<file path="config.mk">
export PLATFORM = sky130hd
export DESIGN_NAME = alu_cc_pipe
export DESIGN_NICKNAME = d
export VERILOG_FILES = /design/src/rtl/alu_cc_pipe.sv
export SDC_FILE = /design/constraint.sdc
export NUM_CORES = 1
export LEC_CHECK = 0
export ABC_AREA = 0
export BUFFER_PORTS_ARGS = -buffer_cell sky130_fd_sc_hd__buf_4
export CORE_ASPECT_RATIO = 0.8
export CORE_MARGIN = 5
export CORE_UTILIZATION = 55
export CTS_BUF_LIST = sky130_fd_sc_hd__clkbuf_16
export DETAILED_ROUTE_END_ITERATION = 10
export MAX_ROUTING_LAYER = met4
export PLACE_DENSITY_LB_ADDON = 0.1
export RECOVER_POWER = 50
export SLEW_MARGIN = 30
export SYNTH_ARGS = -nofsm -noshare
export SYNTH_HDL_FRONTEND = slang
export SYNTH_SLANG_ARGS = --single-unit
</file>
<file path="constraint.sdc">
create_clock -name clk -period 11.7 [get_ports clk]
set_input_delay 0.585 -clock clk [delete_from_list [all_inputs] [get_ports clk]]
set_output_delay 0.585 -clock clk [all_outputs]
set_load 0.02 [all_outputs]
</file>
<file path="src/rtl/alu_cc_pipe.sv">
// -----------------------------------------------------------------------------
// alu_cc_pipe
//   Pipelined Y86 execute-stage ALU with registered condition codes.
//   Stage 1 computes ADD/SUB/AND/XOR plus ZF/SF/OF. Any later stages only
//   register the result. The pipe shifts as a whole whenever the output is
//   empty or being consumed. A retiring op with set_cc=1 loads its flags into
//   the architectural CC register.
//
//   Parameters
//     WIDTH   operand/result width (>= 2)
//     STAGES  latency in cycles from accept edge to out_valid (1..4)
//
//   Ports
//     clk, rst                 rising-edge clock, synchronous active-high reset
//     in_valid / in_ready      input handshake (in_ready = advance)
//     in_op                    00 ADD, 01 SUB, 10 AND, 11 XOR
//     in_a, in_b               operands
//     in_set_cc                commit this op's flags to CC when it retires
//     flush                    kill every in-flight op at the next edge
//     out_valid / out_ready    output handshake
//     out_result, out_zf/sf/of result and flags of the final-stage op
//     cc_zf/sf/of              architectural condition codes
//
//   Configuration macro: ALU_CC_BYPASS_EN
//     defined   : cc_* shows the retiring op's flags in the retire cycle
//                 (combinational path from out_ready).
//     undefined : cc_* is the CC register; updates are visible one cycle
//                 after the retire edge.
// -----------------------------------------------------------------------------
module alu_cc_pipe #(
    parameter int WIDTH  = 64,
    parameter int STAGES = 2
) (
    input  logic             clk,
    input  logic             rst,
    input  logic             in_valid,
    output logic             in_ready,
    input  logic [1:0]       in_op,
    input  logic [WIDTH-1:0] in_a,
    input  logic [WIDTH-1:0] in_b,
    input  logic             in_set_cc,
    input  logic             flush,
    output logic             out_valid,
    input  logic             out_ready,
    output logic [WIDTH-1:0] out_result,
    output logic             out_zf,
    output logic             out_sf,
    output logic             out_of,
    output logic             cc_zf,
    output logic             cc_sf,
    output logic             cc_of
);

    typedef enum logic [1:0] {
        OP_ADD = 2'b00,
        OP_SUB = 2'b01,
        OP_AND = 2'b10,
        OP_XOR = 2'b11
    } alu_op_e;

    typedef struct packed {
        logic             valid;
        logic             set_cc;
        logic             zf;
        logic             sf;
        logic             of;
        logic [WIDTH-1:0] result;
    } stage_t;

    stage_t     stage_q [STAGES];
    stage_t     stage_in;
    logic       advance;
    logic       retire;
    logic       commit;
    logic       cc_zf_q;
    logic       cc_sf_q;
    logic       cc_of_q;
    logic [WIDTH-1:0] sum;
    logic [WIDTH-1:0] diff;
    logic       sign_a;
    logic       sign_b;

    // The pipe only stalls when a valid result sits at the output unclaimed.
    assign advance  = !out_valid || out_ready;
    assign in_ready = advance;

    assign sum    = in_a + in_b;
    assign diff   = in_a - in_b;
    assign sign_a = in_a[WIDTH-1];
    assign sign_b = in_b[WIDTH-1];

    // Stage-1 compute: result and flags for the op being presented.
    always_comb begin
        // NOTE: every field gets a default first so no path leaves a latch.
        stage_in        = '0;
        stage_in.valid  = in_valid;
        stage_in.set_cc = in_set_cc;
        unique case (alu_op_e'(in_op))
            OP_ADD: begin
                stage_in.result = sum;
                stage_in.of     = (sign_a == sign_b) && (sum[WIDTH-1] != sign_a);
            end
            OP_SUB: begin
                stage_in.result = diff;
                stage_in.of     = (sign_a != sign_b) && (diff[WIDTH-1] != sign_a);
            end
            OP_AND:  stage_in.result = in_a & in_b;
            OP_XOR:  stage_in.result = in_a ^ in_b;
            default: stage_in.result = '0;
        endcase
        stage_in.zf = (stage_in.result == '0);
        stage_in.sf = stage_in.result[WIDTH-1];
    end

    // Pipeline registers. Data shifts only on advance, so the output holds
    // steady during a stall. Flush clears every valid bit regardless of
    // advance; whatever was loaded into stage 1 this edge is discarded too.
    always_ff @(posedge clk) begin
        if (rst) begin
            // NOTE: data fields are reset as well, because out_result and the
            // output flags must read zero out of reset.
            for (int i = 0; i < STAGES; i++) begin
                stage_q[i] <= '0;
            end
        end else begin
            if (advance) begin
                // NOTE: non-blocking assignments make the shift read the
                // pre-edge value of each stage, whatever the loop order.
                stage_q[0] <= stage_in;
                for (int i = 1; i < STAGES; i++) begin
                    stage_q[i] <= stage_q[i-1];
                end
            end
            if (flush) begin
                for (int i = 0; i < STAGES; i++) begin
                    stage_q[i].valid <= 1'b0;
                end
            end
        end
    end

    assign out_valid  = stage_q[STAGES-1].valid;
    assign out_result = stage_q[STAGES-1].result;
    assign out_zf     = stage_q[STAGES-1].zf;
    assign out_sf     = stage_q[STAGES-1].sf;
    assign out_of     = stage_q[STAGES-1].of;

    // A retiring transfer still commits when flush is asserted in the same
    // cycle; flush only affects what is left in the pipe.
    assign retire = out_valid && out_ready;
    assign commit = retire && stage_q[STAGES-1].set_cc;

    always_ff @(posedge clk) begin
        if (rst) begin
            cc_zf_q <= 1'b1;
            cc_sf_q <= 1'b0;
            cc_of_q <= 1'b0;
        end else if (commit) begin
            cc_zf_q <= out_zf;
            cc_sf_q <= out_sf;
            cc_of_q <= out_of;
        end
    end

`ifdef ALU_CC_BYPASS_EN
    // Forward the retiring op's flags so a consumer sees them in the same cycle.
    assign cc_zf = commit ? out_zf : cc_zf_q;
    assign cc_sf = commit ? out_sf : cc_sf_q;
    assign cc_of = commit ? out_of : cc_of_q;
`else
    assign cc_zf = cc_zf_q;
    assign cc_sf = cc_sf_q;
    assign cc_of = cc_of_q;
`endif

endmodule

</file>
==> flow_metrics.tcl <==
set metrics [dict create \
    maxCapViolations 2 \
    fmax_mhz 180 \
    p_leak_nw 7.30 \
    synth_enable_flop_cells 134 \
    cts_resized 0 \
    synth.most_common_cell "nor2_1" \
    viasPerCell 7.05 \
    final_cells 2505 \
    antenna_found_initial 2 \
    cts_hold_buf 0 \
    rows 55 \
    pwr-share-clk_pct 29.7 \
    ir_drop_mv 0.0908 \
    global_route.usage.met3_pct 17.7 \
    finalHoldViolCount 0 \
    tns_ps 0 \
    pre_cts_slack_ps 6130 \
    yosysSeqAreaShare_pct 25.7 \
    cts_tree "yes" \
    clk_latency_ps 420 \
    syn_area_per_cell_um2 7.78 \
    syn_area_um2 16000 \
    use_met1_pct 56.8 \
    grt_pass1_vias 16049 \
    grt_start_max_net_pins 97 \
    cts_buffers 17 \
    hp-class "input pin to flop" \
    period_share_pct 47.4 \
    area_growth_pct 10.1 \
    top_usage_layer "met1" \
    slew_violations 153 \
    wl_mm 66.5 \
    tightestPinTransition_ps 3150 \
    track_usage_pct 39.8 \
    setup_violations 0 \
    p_seq_share_pct 30.5 \
    drive_gt1_share_pct 11.3 \
    worst_hold_slack_ps 346 \
    min_period_ps 5540 \
    slew_headroom_pct -110 \
    globalRouteMet2Util_pct 51.8 \
    place_inst 2468 \
    die_width_um 201 \
    violations "max-capacitance violations, max-slew violations" \
    grt_pass1_wl_mm 99.7 \
    portBuffers 207 \
    grt_overflow 0 \
    ys_async_sr_fraction_pct 0 \
    synthesis.nets 2326 \
    clkSlewWorstSetupHoldPaths_ps 60 \
    crit_required_ps 11980 \
    clk_path_buf_depth 2 \
    ios 208 \
    dieArea_um2 32700 \
    ys_seq_elements 139 \
    drt_drc_violations_left 0 \
    synth-main-ff-cell "edfxtp_1" \
    globalplace.congestion 1.10 \
    start_util_pct 56.2 \
    combPwrFrac_pct 39.8 \
    core_um2 28500 \
    power_density_nw_per_um2 113 \
    cp.arrival_ps 5830 \
    rsz0062_at_grt "no" \
    switching_share_pct 38.9 \
    htreeDepth 4 \
    clock_skew_ps 10.3 \
    die_h_um 163 \
    via_count 17648 \
    drtPass1Iterations 8 \
    post-cts-setup-buffer-count 0 \
    yosys-top-cells-count "nor2_1 (207), a21oi_1 (188), nand2_1 (140)" \
    dp_hpwl_mm 50.3 \
    power_mw 2.00 \
    p_switching_mw 0.776 \
    detail-route-antenna-nets 0 \
    fin_ws_ps 6160 \
    cts_sinks 139 \
    path_class "input pin to flop" \
    end_kind "flop" \
    ys_warn_count 0 \
    synthCells 2060 \
    synth_largest_area_cell "edfxtp_1" \
    synth_top_area_share_pct 25.1 \
    start_kind "input pin" \
    synth.distinct_cells 93 \
    place_area_um2 17300 \
    postLayoutCoreUtil_pct 61.9 \
    nNetsFinal 2384 \
    avgRoutedWirePerCell_um 26.5 \
    clockRootBuffer "clkbuf_16" \
    drt_iter0_drc 3317 \
    synthTopCellsByArea "edfxtp_1 (25%), ha_1 (10%), a21oi_1 (5.9%), nor2_1 (4.8%), and2_1 (4.1%)" \
    post-route-cell-area_um2 17600 \
    cp_max_fo 12 \
    cellInternalPower_mw 1.22 \
    status "finished, violations left" \
]
-- final timing paths --
kind | startpoint | end | slack (ps) | cells past startpoint
setup / recovery | in_b[12] | stage_q[0][66] | 6160 | 16
hold / removal | flush | stage_q[0][68] | 350 | 2
setup reg to reg | stage_q[0][137] | stage_q[0][12] | 7800 | 5
hold reg to reg | cc_zf | cc_zf | 500 | 2
-- kinds of logic after synthesis --
logic type                 after synthesis  share of synthesized area [%]
xor gates and xnor gates                14                          0.765
and+or+nand+nor                        772                           24.2
buffers and inverters                  320                           9.04
AOI/OAI and AO/OA                      655                           28.0
DFF                                    139                           25.7
muxes                                   30                           2.01
adders and majority gates              130                           10.2
-- layout make-up --
type	count	area, um^2
Inverter	133	499
Sequential cell	139	4120
Antenna cell	4	10.0
Clock buffer	17	425
Fill cell	2492	10800
Multi-Input combinational cell	1601	10500
Timing Repair Buffer	226	1420
Tap cell	370	463
Clock inverter	15	223
-- sequential cells by signal, summed over array words and instances (netlist names) --
register	flops
stage_q	136
cc_of	1
cc_sf	1
cc_zf	1
-- power by group through the flow --
stage / sequential [mW] / combinational (mW) / clock, mW
2_1_floorplan: 0.611 / 0.501 / 0
3_3_place_gp: 0.614 / 0.745 / 0
3_5_place_dp: 0.618 / 0.751 / 0
4_1_cts: 0.610 / 0.760 / 0.593
5_1_grt: 0.612 / 0.833 / 0.617
6_report: 0.609 / 0.795 / 0.594
-- critical path, cell delays in order --
cell	delay [ps]
buf_4	80
inv_1	40
ha_1	570
and4_1	310
nor2b_1	530
o311a_1	430
or3_1	240
o31ai_1	140
a2111oi_0	710
a2bb2oi_1	560
a21bo_2	350
a221oi_1	130
mux2i_1	150
o22a_1	240
a2111oi_0	500
and4_1	270
-- metal layers --
layer	share of wire [%]	routed length, um
met1	42	28100
met2	38	25200
met3	18	11700
met4	2.3	1520
met5	0	0
-- placed cells by master (no fill, tap or decap), types with 12 or more instances in the layout --
cell	count
a2111oi_0	14
clkbuf_16	17
a31oi_1	22
nor4_1	45
mux2i_1	21
a21oi_1	188
o21bai_1	16
o21a_1	17
nor3_1	73
o31ai_1	39
and2_0	49
clkbuf_1	72
buf_4	153
nor2b_1	24
inv_1	126
nand3_1	53
a211oi_1	30
a21o_1	35
nor2_1	205
o21ai_0	103
xnor2_1	13
nand4_1	45
edfxtp_1	134
o211ai_1	30
and3_1	12
and2_1	57
nand2_1	139
ha_1	128
Power figures use the tool's default switching activity.
